--- config.mk ---
export PLATFORM = sky130hd
export DESIGN_NAME = piso_stream
export DESIGN_NICKNAME = d
export VERILOG_FILES = /design/src/rtl/shift_pkg.sv /design/src/rtl/piso_load_mux.sv /design/src/rtl/piso_stream.sv
export SDC_FILE = /design/constraint.sdc
export NUM_CORES = 1
export LEC_CHECK = 0
export CAP_MARGIN = 20
export CORE_UTILIZATION = 40
export CTS_BUF_LIST = sky130_fd_sc_hd__clkbuf_2
export DETAILED_ROUTE_END_ITERATION = 10
export GPL_ROUTABILITY_DRIVEN = 0
export GPL_TIMING_DRIVEN = 0
export HOLD_SLACK_MARGIN = 0.05
export PLACE_DENSITY = 0.64
export SLEW_MARGIN = 10
export SYNTH_ARGS = -nofsm -noshare
export SYNTH_HDL_FRONTEND = slang
export SYNTH_SLANG_ARGS = --single-unit
--- constraint.sdc ---
create_clock -name i_clk -period 4.13 [get_ports i_clk]
set_clock_uncertainty 0.05 [all_clocks]
set_input_delay 0.6195 -clock i_clk [delete_from_list [all_inputs] [get_ports i_clk]]
set_output_delay 0.6195 -clock i_clk [all_outputs]
set_load 0.005 [all_outputs]
--- src/rtl/shift_pkg.sv ---
// Shared definitions for the shift-register family (PISO now, SIPO/serdes later).
// Contents:
//   DIR_LOW_FIRST / DIR_HIGH_FIRST : serialisation order of a load
//   state_e                        : ST_IDLE / ST_SHIFT control states
//   clamp_len()                    : limits a requested word count to the buffer depth
package shift_pkg;

    localparam logic DIR_LOW_FIRST  = 1'b0;
    localparam logic DIR_HIGH_FIRST = 1'b1;

    typedef enum logic {
        ST_IDLE  = 1'b0,
        ST_SHIFT = 1'b1
    } state_e;

    // Requests longer than the buffer are truncated to the buffer depth.
    function automatic int unsigned clamp_len(input int unsigned len,
                                              input int unsigned max_len);
        return (len > max_len) ? max_len : len;
    endfunction

endpackage

--- src/rtl/piso_load_mux.sv ---
// Combinational builder of a buffer image from a flat parallel word vector.
// Slot i of the image receives word i (low-first) or word len-1-i (high-first);
// slots at or beyond len receive TAIL.
// Ports:
//   i_data  : flat input, word k = bits [k*BIT +: BIT]
//   i_len   : number of valid words (already clamped to 0..NDATA)
//   i_dir   : DIR_LOW_FIRST / DIR_HIGH_FIRST
//   o_image : flat output image, slot i = bits [i*BIT +: BIT]
module piso_load_mux
    import shift_pkg::*;
#(
    parameter int unsigned     BIT   = 8,
    parameter int unsigned     NDATA = 4,
    parameter logic [BIT-1:0]  TAIL  = '0,
    parameter int unsigned     CNT_W = $clog2(NDATA + 1)
) (
    input  logic [NDATA*BIT-1:0] i_data,
    input  logic [CNT_W-1:0]     i_len,
    input  logic                 i_dir,
    output logic [NDATA*BIT-1:0] o_image
);

    int unsigned w_src;

    always_comb begin
        o_image = {NDATA{TAIL}};
        w_src   = 0;
        for (int unsigned i = 0; i < NDATA; i++) begin
            if (i < 32'(i_len)) begin
                w_src = (i_dir == DIR_HIGH_FIRST) ? (32'(i_len) - 1 - i) : i;
                o_image[i*BIT +: BIT] = i_data[w_src*BIT +: BIT];
            end
        end
    end

endmodule

--- src/rtl/piso_stream.sv ---
// Elastic parallel-in/serial-out shift register with valid/ready on both sides.
// Each load carries 1..NDATA words (longer requests clamped, zero-length loads
// accepted and dropped) and a direction. A new load is accepted in the same
// cycle as the final word's output handshake, so streams run bubble-free.
// Ports:
//   i_clk, i_rst                      : clock, synchronous active-high reset
//   i_in_valid/o_in_ready             : parallel load handshake
//   i_in_data, i_in_len, i_in_dir     : load payload, word count, order
//   o_out_valid/i_out_ready           : serial word handshake
//   o_out_data, o_out_last, o_count   : current word, final-word flag, words left
module piso_stream
    import shift_pkg::*;
#(
    parameter int unsigned    BIT   = 8,
    parameter int unsigned    NDATA = 4,
    parameter logic [BIT-1:0] TAIL  = '0,
    localparam int unsigned   CNT_W = $clog2(NDATA + 1)
) (
    input  logic                 i_clk,
    input  logic                 i_rst,
    input  logic                 i_in_valid,
    output logic                 o_in_ready,
    input  logic [NDATA*BIT-1:0] i_in_data,
    input  logic [CNT_W-1:0]     i_in_len,
    input  logic                 i_in_dir,
    output logic                 o_out_valid,
    input  logic                 i_out_ready,
    output logic [BIT-1:0]       o_out_data,
    output logic                 o_out_last,
    output logic [CNT_W-1:0]     o_count
);

    state_e               r_state;
    state_e               w_state_d;
    logic [CNT_W-1:0]     r_count;
    logic [CNT_W-1:0]     w_count_d;
    logic [BIT-1:0]       r_buf   [NDATA];
    logic [BIT-1:0]       w_buf_d [NDATA];

    logic [CNT_W-1:0]     w_len;
    logic [NDATA*BIT-1:0] w_image;
    logic                 w_in_fire;
    logic                 w_out_fire;

    assign w_len = CNT_W'(clamp_len(32'(i_in_len), NDATA));

    piso_load_mux #(
        .BIT   (BIT),
        .NDATA (NDATA),
        .TAIL  (TAIL),
        .CNT_W (CNT_W)
    ) u_load_mux (
        .i_data  (i_in_data),
        .i_len   (w_len),
        .i_dir   (i_in_dir),
        .o_image (w_image)
    );

    // A load is only possible when empty, or when the last word leaves this cycle.
    assign o_in_ready  = !i_rst && ((r_count == '0) || ((r_count == CNT_W'(1)) && i_out_ready));
    assign o_out_valid = (r_count != '0);
    assign o_out_last  = (r_count == CNT_W'(1));
    assign o_out_data  = r_buf[0];
    assign o_count     = r_count;

    assign w_in_fire  = i_in_valid && o_in_ready;
    assign w_out_fire = o_out_valid && i_out_ready;

    always_comb begin
        w_state_d = r_state;
        w_count_d = r_count;
        w_buf_d   = r_buf;
        if (w_in_fire && (w_len != '0)) begin
            // Load wins over shift: covers the back-to-back handover.
            for (int unsigned i = 0; i < NDATA; i++) begin
                w_buf_d[i] = w_image[i*BIT +: BIT];
            end
            w_count_d = w_len;
            w_state_d = ST_SHIFT;
        end else if (w_out_fire) begin
            for (int unsigned i = 0; i < NDATA - 1; i++) begin
                w_buf_d[i] = r_buf[i+1];
            end
            w_buf_d[NDATA-1] = TAIL;
            w_count_d        = r_count - CNT_W'(1);
            w_state_d        = (r_count == CNT_W'(1)) ? ST_IDLE : ST_SHIFT;
        end
    end

    always_ff @(posedge i_clk) begin
        if (i_rst) begin
            r_state <= ST_IDLE;
            r_count <= '0;
            for (int unsigned i = 0; i < NDATA; i++) begin
                r_buf[i] <= TAIL;
            end
        end else begin
            r_state <= w_state_d;
            r_count <= w_count_d;
            r_buf   <= w_buf_d;
        end
    end

    // Invariants of the control state.
    always_ff @(posedge i_clk) begin
        if (!i_rst) begin
            assert (32'(r_count) <= NDATA);
            assert ((r_state == ST_IDLE) == (r_count == '0));
            assert (!(w_in_fire && (r_count > CNT_W'(1))));
        end
    end

endmodule

Yosys cells after proc, flatten, opt, wreduce, memory -nomap -nowiden
Cells that the tools add are included.
{ "totals": {"regBits": 35, "in_bits": 40, "out_inout_bits": 14, "wordCells": 44} }
{ "op_classes": {"add_sub_neg": 5, "n_lt_le_gt_ge": 5, "n_eq_ne": 1, "n_shift": 4, "mux": 13, "n_reduce_logical": 11} }
{ "op_table": {"columns": ["operator", "n"], "rows": [
  ["$shiftx A32 B33 Y8", 4],
  ["$mux W29", 4],
  ["$mux W32", 2],
  ["$sub A29 B2 Y29 const B", 2],
  ["$mux W8", 4],
  ["$sub A29 B1 Y29 const B", 1],
  ["$mux W3", 3],
  ["$lt A1 B3 Y1 const A", 2],
  ["$lt A2 B3 Y1 const A", 2],
  ["$reduce_bool A3 Y1", 2],
  ["$logic_and A1 B1 Y1", 5],
  ["$sub A3 B1 Y4 const B", 1],
  ["$eq A3 B1 Y1 const B", 1],
  ["$gt A3 B3 Y1 const B", 1],
  ["$logic_not A3 Y1", 1],
  ["$sub A3 B1 Y3 const B", 1],
  ["$reduce_bool A2 Y1", 1],
  ["$logic_not A1 Y1", 1],
  ["$logic_or A1 B1 Y1", 1]
]} }

Depth between registers and ports, before layout
{ "depth": {"word_depth": 8, "depth_mapped": 11, "depth_no_buf": 9} }

Hierarchy
Synthesis repeated with hierarchy kept, for this count alone.
{ "hier_totals": {"cells_unflattened": 403, "hier_area_um2": 3435.8} }
{ "modules_own_cells": {"columns": ["module", "instances", "cells_each", "area_per_inst_um2", "seq_area_each_um2"], "rows": [
  ["piso_stream", 1, 224, 1919.3, 700.7],
  ["piso_load_mux", 1, 179, 1516.5, 0.0]
]} }

Least setup slack after synthesis
OpenSTA, ideal clock, no wires.
{ "synth_timing": {"path_type": "input-to-reg", "startpoint": "input port i_in_len[0]", "endpoint": "register r_buf[16] in the netlist's numbering", "setup_ps": 88, "t_arrival_ps": 2972, "t_required_ps": 3992, "setup_slack_ps": 1020, "path_stages": 11, "n_path_buf": 4, "cell_sequence": "clkbuf_1 > nand2b_1 > clkbuf_1 > ha_1 > nor2b_1 > or4b_4 > buf_6 > or2_1 > buf_2 > a221o_1 > a311oi_2"} }
{ "synth_between": {"elab_chain_len": 8, "elab_cells_between_ends": 12, "cone_classes": "add/sub: 2; order compare: 2; shift: 1; mux: 4; reduce/logical: 3"} }
{ "synth_lines": {"columns": ["item", "line_no", "rtl"], "rows": [
  ["start: declaration", "piso_stream.sv:24", "input logic [CNT_W-1:0] i_in_len,"],
  ["$gt A3 B3 Y1", "shift_pkg.sv:19", "return (len > max_len) ? max_len : len;"],
  ["$mux W3 (*)", "shift_pkg.sv:19", null],
  ["$sub A3 B1 Y4", "piso_load_mux.sv:30", "w_src = (i_dir == DIR_HIGH_FIRST) ? (32'(i_len) - 1 - i) : i;"],
  ["$sub A29 B1 Y29", "piso_load_mux.sv:30", null],
  ["$mux W29", "piso_load_mux.sv:30", null],
  ["$shiftx A32 B33 Y8", "piso_load_mux.sv:31", "o_image[i*BIT +: BIT] = i_data[w_src*BIT +: BIT];"],
  ["$mux W8", "piso_load_mux.sv:29", "if (i < 32'(i_len)) begin"],
  ["$mux W32", "piso_stream.sv:73", "if (w_in_fire && (w_len != '0)) begin"],
  ["end signal: assignment", "piso_stream.sv:100", "r_buf <= w_buf_d;"],
  ["end: declaration", "piso_stream.sv:37", "logic [BIT-1:0] r_buf [NDATA];"]
]} }
Mark *: on every way between the ends. The rest lies on a longest branch, timed or not.
A chain may end at the register's enable or synchronous reset.

Final worst setup path
{ "layout_timing": {"startpoint": "input port i_in_len[2]", "endpoint": "register r_buf[15] in the netlist's numbering"} }
{ "layout_between": {"elab_chain_len": 8, "elab_cells_between_ends": 12, "cone_classes": "add/sub: 2; order compare: 2; shift: 1; mux: 4; reduce/logical: 3"} }
{ "layout_lines": {"columns": ["item", "line_no"], "rows": [
  ["$gt A3 B3 Y1", "shift_pkg.sv:19"],
  ["$mux W3 (*)", "shift_pkg.sv:19"],
  ["$sub A3 B1 Y4", "piso_load_mux.sv:30"],
  ["$sub A29 B2 Y29", "piso_load_mux.sv:30"],
  ["$mux W29", "piso_load_mux.sv:30"],
  ["$shiftx A32 B33 Y8", "piso_load_mux.sv:31"],
  ["$mux W8", "piso_load_mux.sv:29"],
  ["$mux W32", "piso_stream.sv:73"]
]} }
Marks and branches as above.

==> results_dict.tcl <==
set metrics [dict create \
    final_cells 438 \
    avgSynthCellArea_um2 8.62 \
    routed_wl_um 7690 \
    synth_cells 303 \
    synthSimpleGateAreaFrac_pct 15.9 \
    path_clk_slew_ns 0.17 \
    antenna_found_initial 0 \
    final_core_util_pct 51.5 \
    maxSlewHeadroom_pct 49.8 \
    clkSinkCount 35 \
    endpoint_kind "flop" \
    drtIter0Drc 109 \
    cp.arrival_ns 3.77 \
    hold_class "reg -> reg" \
    drc 0 \
    cts_resized 0 \
    synth_adder_area_share_pct 3.35 \
    yosysTopAreaCellShare_pct 26.8 \
    setup_viol 0 \
    wl_per_cell_um 17.6 \
    async_reset_ff_share_pct 0 \
    ys_top_cells_by_count "35 x dfxtp_1, 30 x nand2_1, 28 x nor2_1" \
    start_util_pct 41.4 \
    regToRegSetupSlack_ns 1.57 \
    grt_overflow_total 0 \
    yosysMostFrequentCell "dfxtp_1" \
    syn_to_final_growth_pct 24.4 \
    cts_tree "done" \
    p_leak_nw 1.27 \
    fmax_mhz 284 \
    synth_flop_cell "dfxtp_1" \
    muxShareOfSynthArea_pct 14.0 \
    numCtsBuffers 5 \
    r2r_start "o_count[0]" \
    critPathMaxStageDelay_ns 0.59 \
    nFillCells 637 \
    switching_share_pct 40.3 \
    routed_via_density 5.87 \
    die_h_um 82.8 \
    grt_max_degree 13 \
    p_int_uw 983 \
    min_period_ns 3.52 \
    port-buffer-count 50 \
    ys_seq_elements 35 \
    netlist_area_um2 2610 \
    cts_buffer_depth 2 \
    clk_latency_ns 0.37 \
    outcome "complete, no violations" \
    multi_input_area_um2 1710 \
    dr.pass1.iters 4 \
    criticalPathCategory "in -> reg" \
    yosysWarnings 0 \
    fin_nets 407 \
    maxCapViolations 0 \
    yosysTopAreaCell "dfxtp_1" \
    dr_total_vias 2570 \
    design.core.area_um2 6310 \
    slew_violations 0 \
    placed_cell_area_um2 3210 \
    grt_pass1_vias 2404 \
    holdWs_ns 0.437 \
    synth-compound-area-share_pct 31.3 \
    final_hold_viol_count 0 \
    vdd_drop_max_mv 0.327 \
    yosys.cell_types.count 47 \
    diodes 0 \
    synth_top_family_by_area "compound AO/OA/AOI/OAI gates" \
    power.switching_uw 665 \
    finalInstanceArea_um2 3250 \
    grt_first_pass_wirelength_um 12500 \
    core.rowCount 29 \
    tns_ns 0 \
    period_share_pct 85.3 \
    hpwl_um 6140 \
    cts-root-buf "clkbuf_2" \
    placed_cells 430 \
    grt_use_total_pct 22.9 \
    synthXorXnorAreaFrac_pct 1.01 \
    crit_family "simple AND/OR/NAND/NOR gates" \
    ant_nets 0 \
    rsz0062_at_grt "no" \
    min-delay-start "r_buf[2]" \
    crit_chain "clkdlybuf4s50_1 -> nand2b_1 -> clkbuf_1 -> ha_1 -> nor2b_1 -> or4b_4 -> buf_6 -> nor4_4 -> nand2_1 -> a211oi_1" \
    die_area_um2 6860 \
    ff_latch_area_um2 701 \
    cts_setup_buffers 0 \
    ys_seq_area_share_pct 26.8 \
    p_seq_share_pct 33.2 \
    ios 54 \
    synth_edf_count 0 \
    die_w_um 82.8 \
    netlist_top_cells_area "dfxtp_1 27%, mux4_2 8.6%, mux2i_1 5.4%" \
    worst-path-buf-inv 3 \
    cpMaxStageDelayCell "nor4_4" \
    cp-start-kind "primary input" \
    startpoint "i_in_len[2]" \
    required_ns 4.38 \
    power.density_nw_per_um2 507 \
    worstPathMaxFanout 12 \
    h-tree-depth 2 \
    drive_gt1_share_pct 11.9 \
    tightest_slew_ns 0.746 \
    power.clock.fraction_pct 9.3 \
    cts_hold_buf 0 \
    syn_nets 350 \
    p_comb_share_pct 57.4 \
]
==> placed cells by master (no fill, tap or decap), drive strengths merged, types with 6 or more instances in the layout <==
cell type / Yosys / final
mux4: 10 / 10
a211oi: 13 / 13
nor2: 28 / 28
dfxtp: 35 / 35
inv: 8 / 8
buf: 15 / 15
nand2: 30 / 30
nor3: 10 / 10
a211o: 6 / 6
a22o: 7 / 7
a21oi: 8 / 8
a311oi: 9 / 9
ha: 7 / 7
o211a: 6 / 6
o221ai: 7 / 7
o21ai: 21 / 21
o22ai: 7 / 7
mux2i: 14 / 14
a31oi: 7 / 7
clkbuf: 17 / 24
clkdlybuf4s50: 0 / 50
==> cells by family (layout without fill, tap and decap cells) <==
logic type,after synthesis,in the layout
compound gates,106,106
xor+xnor,3,3
fa+ha+maj,7,7
buf+inv,40,98
flops,35,35
mux,24,24
simple gates,88,88
==> power by group through the flow <==
| stage | Clock [mW] | Sequential [mW] | Combinational (mW) |
|---|---|---|---|
| final | 0.154 | 0.547 | 0.947 |
| after global routing | 0.173 | 0.565 | 1.04 |
| after CTS | 0.158 | 0.547 | 0.946 |
| after detailed placement | 0 | 0.555 | 0.944 |
| after global placement | 0 | 0.550 | 0.924 |
| after floorplan | 0 | 0.535 | 0.630 |
==> worst reg2reg max path: cells and delay by family (launching register included) <==
kind | cells | cell delay, ns
buffers and inverters | 2 | 0.27
AO/OA/AOI/OAI | 2 | 0.34
AND/OR/NAND/NOR | 3 | 1.31
flip-flops | 1 | 0.36
adder cells (fa/ha/maj) | 1 | 0.17
==> metrics by stage <==
step | total power, mW | setup WS [ns]
6_report | 1.65 | 0.608
5_1_grt | 1.78 | 0.430
4_1_cts | 1.65 | 0.631
3_5_place_dp | 1.50 | 0.228
3_3_place_gp | 1.47 | 0.250
2_1_floorplan | 1.17 | 1.02
==> cell type report <==
class	count	share of cell area [%]
clock inverter	1	0.154
clock buffer	7	1.08
timing repair buffer	50	15.4
buffer	32	5.16
tap	77	2.96
inverter	8	0.924
multi-input combinational	228	52.8
sequential	35	21.6
==> per-layer routing <==
layer  GRT usage (%)  up-vias  wire [um]
met4            8.78        0        170
met5               0        -          0
met2            36.3       84       3480
li1                -     1275          -
met1            30.6     1195       3570
met3            4.67       16        469
==> path summary, 6_finish.rpt <==
kind	depth (start not counted)	to
setup / recovery	10	r_buf[15]
hold / removal	1	r_buf[2]
setup reg to reg	8	r_buf[15]
hold reg to reg	1	r_buf[2]
==> sequential cells by signal (all words and copies together) (netlist names) <==
name,count
o_out_data,8
r_buf,24
o_count,3
(Power assumes the default switching activity.)
